--- config.mk ---
export PLATFORM = sky130hd
export DESIGN_NAME = fifo_uart_tx
export DESIGN_NICKNAME = d
export VERILOG_FILES = /design/src/rtl/uart_pkg.sv /design/src/rtl/uart_baud_cnt.sv /design/src/rtl/fifo_uart_tx.sv
export SDC_FILE = /design/constraint.sdc
export NUM_CORES = 1
export LEC_CHECK = 0
export ABC_CLOCK_PERIOD_IN_PS = 2700
export BUFFER_PORTS_ARGS = -buffer_cell sky130_fd_sc_hd__buf_2
export CORE_UTILIZATION = 50
export CTS_BUF_LIST = sky130_fd_sc_hd__clkbuf_8 sky130_fd_sc_hd__clkbuf_16
export CTS_CLUSTER_DIAMETER = 150
export DETAILED_ROUTE_END_ITERATION = 6
export GPL_ROUTABILITY_DRIVEN = 0
export PLACE_DENSITY = 0.69
export SKIP_CTS_REPAIR_TIMING = 1
export SKIP_LAST_GASP = 1
export SYNTH_ARGS = -nofsm -noshare
export SYNTH_HDL_FRONTEND = slang
export SYNTH_SLANG_ARGS = --single-unit
--- constraint.sdc ---
create_clock -name clk -period 2.7 [get_ports clk]
set_input_delay 0.405 -clock clk [delete_from_list [all_inputs] [get_ports clk]]
set_output_delay 0.405 -clock clk [all_outputs]
set_load 0.005 [all_outputs]
--- src/rtl/uart_pkg.sv ---
// Shared types and constants for the FIFO-fed UART transmitter.
// UART_TX_PARITY_EN selects even parity (8E1) instead of 8N1.
package uart_pkg;

  localparam int unsigned DATA_W          = 8;
  localparam int unsigned CLK_DIV_DEFAULT = 434;

  // PAR is only ever entered when parity is compiled in.
  typedef enum logic [2:0] {
    StIdle  = 3'd0,
    StReq   = 3'd1,
    StLoad  = 3'd2,
    StStart = 3'd3,
    StData  = 3'd4,
    StPar   = 3'd5,
    StStop  = 3'd6
  } uart_state_e;

  typedef enum logic {
    ParityNone = 1'b0,
    ParityEven = 1'b1
  } parity_e;

`ifdef UART_TX_PARITY_EN
  localparam parity_e PARITY_TYPE = ParityEven;
`else
  localparam parity_e PARITY_TYPE = ParityNone;
`endif

  function automatic logic even_parity(input logic [DATA_W-1:0] data);
    return ^data;
  endfunction

endpackage

--- src/rtl/uart_baud_cnt.sv ---
// Bit-period counter: ticks on the last cycle of each CLK_DIV-cycle period.
// A synchronous clear restarts the period (used on every FSM state entry).
module uart_baud_cnt
  import uart_pkg::*;
#(
  parameter int unsigned CLK_DIV = CLK_DIV_DEFAULT
) (
  input  logic clk,
  input  logic rst_n,
  input  logic clr,
  output logic tick
);

  localparam logic [15:0] LastCnt = 16'(CLK_DIV - 1);

  logic [15:0] cnt_q, cnt_d;

  assign tick = (cnt_q == LastCnt);

  // Wrapping on tick lets consecutive bits within one state share the counter.
  always_comb begin
    cnt_d = cnt_q + 16'd1;
    if (clr || tick) begin
      cnt_d = '0;
    end
  end

  always_ff @(posedge clk or negedge rst_n) begin
    if (!rst_n) begin
      cnt_q <= '0;
    end else begin
      cnt_q <= cnt_d;
    end
  end

endmodule

--- src/rtl/fifo_uart_tx.sv ---
// Drain stage: pops bytes from the upstream FIFO and shifts them out as UART frames.
// Define UART_TX_PARITY_EN to insert an even parity bit after data bit 7.
module fifo_uart_tx
  import uart_pkg::*;
#(
  parameter int unsigned DEPTH   = 4,
  parameter int unsigned CLK_DIV = CLK_DIV_DEFAULT
) (
  input  logic              clk,
  input  logic              rst_n,
  input  logic [2:0]        left_sig,
  input  logic [DATA_W-1:0] FIFO_read_data,
  output logic              read_req,
  output logic              tx,
  output logic              busy,
  output logic              frame_done
);

  localparam logic [2:0] DepthW = 3'(DEPTH);

  uart_state_e       state_q, state_d;
  logic [DATA_W-1:0] shift_q, shift_d;
  logic [2:0]        bit_cnt_q, bit_cnt_d;
  logic              tx_q, tx_d;
  logic              tick;
  logic              cnt_clr;
`ifdef UART_TX_PARITY_EN
  logic              par_q, par_d;
`endif

  uart_baud_cnt #(
    .CLK_DIV (CLK_DIV)
  ) u_baud_cnt (
    .clk   (clk),
    .rst_n (rst_n),
    .clr   (cnt_clr),
    .tick  (tick)
  );

  always_comb begin
    state_d   = state_q;
    shift_d   = shift_q;
    bit_cnt_d = bit_cnt_q;
`ifdef UART_TX_PARITY_EN
    par_d     = par_q;
`endif

    unique case (state_q)
      StIdle: begin
        // left_sig is only looked at here, so FIFO activity mid-frame is ignored.
        if (left_sig < DepthW) begin
          state_d = StReq;
        end
      end
      StReq: begin
        state_d = StLoad;
      end
      StLoad: begin
        state_d   = StStart;
        shift_d   = FIFO_read_data;
        bit_cnt_d = '0;
`ifdef UART_TX_PARITY_EN
        par_d     = even_parity(FIFO_read_data);
`endif
      end
      StStart: begin
        if (tick) begin
          state_d = StData;
        end
      end
      StData: begin
        if (tick) begin
          shift_d   = shift_q >> 1;
          bit_cnt_d = bit_cnt_q + 3'd1;
          if (bit_cnt_q == 3'd7) begin
`ifdef UART_TX_PARITY_EN
            state_d = StPar;
`else
            state_d = StStop;
`endif
          end
        end
      end
`ifdef UART_TX_PARITY_EN
      StPar: begin
        if (tick) begin
          state_d = StStop;
        end
      end
`endif
      StStop: begin
        if (tick) begin
          state_d = StIdle;
        end
      end
      default: begin
        state_d = StIdle;
      end
    endcase
  end

  assign cnt_clr = (state_d != state_q);

  // tx is computed from next-state values so the pin is a plain flop output.
  always_comb begin
    tx_d = 1'b1;
    unique case (state_d)
      StStart: tx_d = 1'b0;
      StData:  tx_d = shift_d[0];
`ifdef UART_TX_PARITY_EN
      StPar:   tx_d = par_d;
`endif
      default: tx_d = 1'b1;
    endcase
  end

  always_ff @(posedge clk or negedge rst_n) begin
    if (!rst_n) begin
      state_q   <= StIdle;
      shift_q   <= '0;
      bit_cnt_q <= '0;
      tx_q      <= 1'b1;
    end else begin
      state_q   <= state_d;
      shift_q   <= shift_d;
      bit_cnt_q <= bit_cnt_d;
      tx_q      <= tx_d;
    end
  end

`ifdef UART_TX_PARITY_EN
  always_ff @(posedge clk or negedge rst_n) begin
    if (!rst_n) begin
      par_q <= 1'b0;
    end else begin
      par_q <= par_d;
    end
  end
`endif

  assign tx         = tx_q;
  assign read_req   = (state_q == StReq);
  assign busy       = (state_q != StIdle);
  assign frame_done = (state_q == StStop) && tick;

endmodule
==> qor.yml <==
status: "completed"
yosys_warnings: 0
cp_cell_sequence: "or4_4, nor4_4, and4b_1, buf_2"
syn_area_mm2: 0.00166
wl_per_cell_um: 14.6
criticalPathCategory: "flip-flop to output pin"
clock_skew_ps: 1.14
synth_common_cells: "dfrtp_1, nor2_1, and2_1, xor2_1, nand3_1"
fin_nets: 192
synth.most_common_cell: "dfrtp_1"
r2r_end: "bit_cnt_q[1]"
slowest_stage: "or4_4"
clkTransAtPathRegs_ps: 60
syn-num-nets: 177
vias: 1236
port_buffers: 14
cts.sinks: 31
cts_buffers: 5
die_h_um: 59.7
rrSetupSlack_ps: 600
fin_util: 0.600
power_density_mw_per_mm2: 478
synth_top_area_share: 0.451
fin_ws_ps: 354
finalSetupViolCount: 0
coreArea_mm2: 0.00310
grt_usage: 0.217
min_path_type: "input port to asynchronous set/reset pin"
synth-edff-count: 0
avgSynthCellArea_um2: 10.4
worstSetupStartpointType: "flip-flop"
start_util: 0.536
drive_gt1_frac: 0.188
leakage_nw: 0.826
max_cap_viol_count: 0
cts-root-buf: "clkbuf_8"
critPathArrivalTime_ps: 1940
dp_hpwl_um: 2190
drc: 0
synth-seq-area-share: 0.467
fin_crit_sh: 0.869
ff2ff_path_depth: 4
cts-htree-levels: 2
vdd_ir_drop_max_v: 0.000275
first_global_vias: 1229
rsz0062_at_grt: "false"
synthCells: 160
wl_um: 3220
slew_violations: 0
firstDrtPassIters: 4
syn_to_final_growth_pct: 11.9
drtIter0Drc: 73
power_w: 0.000891
cp.required_ps: 2300
slew_headroom: 0.464
antenna_left: 0
ys_ff_latch: 31
grt-ovfl-total: 0
holdWs_ps: 157
final-hold-violation-count: 0
clkLatencyLatePin_ps: 280
via_per_inst: 5.62
rr_startpoint: "u_baud_cnt.cnt_q[9]"
path_max_fanout: 3
ys.flop_type: "dfrtp_1"
setup_tns_ps: 0
synth_top_area_cell: "dfrtp_1"
async_flop_share: 1.00
fin_crit_ps: 2350
tightestPinTransition_ps: 802
grt_start_max_net_pins: 32
die_x_um: 59.7
antenna-diode-count: 0
preCtsSetupSlack_ps: 596
fmax_mhz: 426
dieArea_mm2: 0.00356
clk_path_buf_depth: 2
antenna_found_initial: 0
row_count: 20
cp_slowest_stage_delay_ps: 590
crit_path_end_kind: "output pin"
io_pins: 17
grt_pass1_wl_um: 5500
cts_tree: "done"
netlist_top_cells_area: "dfrtp_1, xor2_1, nor2_1, a221o_1, and2_1"
fillers: 288
yosys.cell_types.count: 43
==> cells by family (layout without fill, tap and decap cells) <==
| kind of cell | count (synthesis) | count (layout) | share of synthesized area |
|---|---|---|---|
| simple gates | 72 | 72 | 0.267 |
| flops | 31 | 31 | 0.467 |
| compound gates | 29 | 29 | 0.135 |
| xor+xnor | 11 | 11 | 0.0579 |
| buf+inv | 11 | 27 | 0.0301 |
| fa+ha+maj | 4 | 4 | 0.0301 |
| mux | 2 | 2 | 0.0128 |
==> worst max path at each step <==
stage                    startpoint                  end  slack (ps)  cells past startpoint
6_report       u_baud_cnt.cnt_q[11]           frame_done         350                      4
4_1_cts        u_baud_cnt.cnt_q[11]           frame_done         330                      4
5_1_grt         u_baud_cnt.cnt_q[1]           frame_done         270                      6
3_3_place_gp    u_baud_cnt.cnt_q[9]         bit_cnt_q[1]         630                      4
2_1_floorplan  u_baud_cnt.cnt_q[11]           frame_done         630                      3
3_5_place_dp   u_baud_cnt.cnt_q[11]  u_baud_cnt.cnt_q[6]         600                      5
==> critical path: cells and delay by family (launching register included) <==
| family | cells | cell delay [ps] |
|---|---|---|
| and+or+nand+nor | 3 | 1150 |
| DFF | 1 | 400 |
| buffers and inverters | 1 | 110 |
==> layout by cell type, fill, tap and decap left out, types with 2 or more instances in the layout <==
cell type	n
or4_4	2
clkbuf_8	7
and2_1	9
nor4_4	2
a21oi_1	5
a211oi_1	2
nand2b_1	4
nand3_1	7
inv_1	5
or3b_2	2
nand2_1	6
o21ai_0	6
dfrtp_1	30
nor3b_1	3
nor2_1	18
and3_1	3
a221o_1	6
xor2_1	8
buf_2	14
ha_1	4
and4_1	2
nand4_1	6
or3_1	3
xnor2_1	3
==> report_power, final <==
group | internal [W] | leakage (nW) | switching, W | total (W)
Clock | 0.000228 | 0.0557 | 0.000166 | 0.000394
Combinational | 0.00000976 | 0.394 | 0.0000120 | 0.0000217
Sequential | 0.000471 | 0.377 | 0.00000361 | 0.000474
==> state kept, by name (all words and copies together) (netlist names) <==
| register | cells |
|---|---|
| bit_cnt_q | 3 |
| state_q | 3 |
| u_baud_cnt.cnt_q | 16 |
| shift_q | 8 |
| tx | 1 |
==> stage by stage <==
step | instance area, um^2 | cells
6_report | 1860 | 220
5_1_grt | 1860 | 220
4_1_cts | 1860 | 220
3_5_place_dp | 1760 | 212
3_3_place_gp | 1760 | 212
2_1_floorplan | 1660 | 160
==> area by class of cell <==
cell class / instances / area [um^2] / share of cell area
multi-input cells: 118 / 837 / 0.450
clock buffers: 7 / 96.3 / 0.0517
clock inverters: 1 / 3.75 / 0.00202
flip-flops and latches: 31 / 777 / 0.417
repair buffers: 15 / 77.6 / 0.0417
inverters: 4 / 15.0 / 0.00806
well taps: 44 / 55.1 / 0.0296
==> metal layers <==
layer	vias to the layer above	track usage	wire length, um
met1	592	0.281	1510
met3	4	0.0649	151
met5	-	0	0
li1	609	-	-
met4	0	0.106	59
met2	31	0.332	1510
No activity file was read; power rests on OpenSTA's default activity.
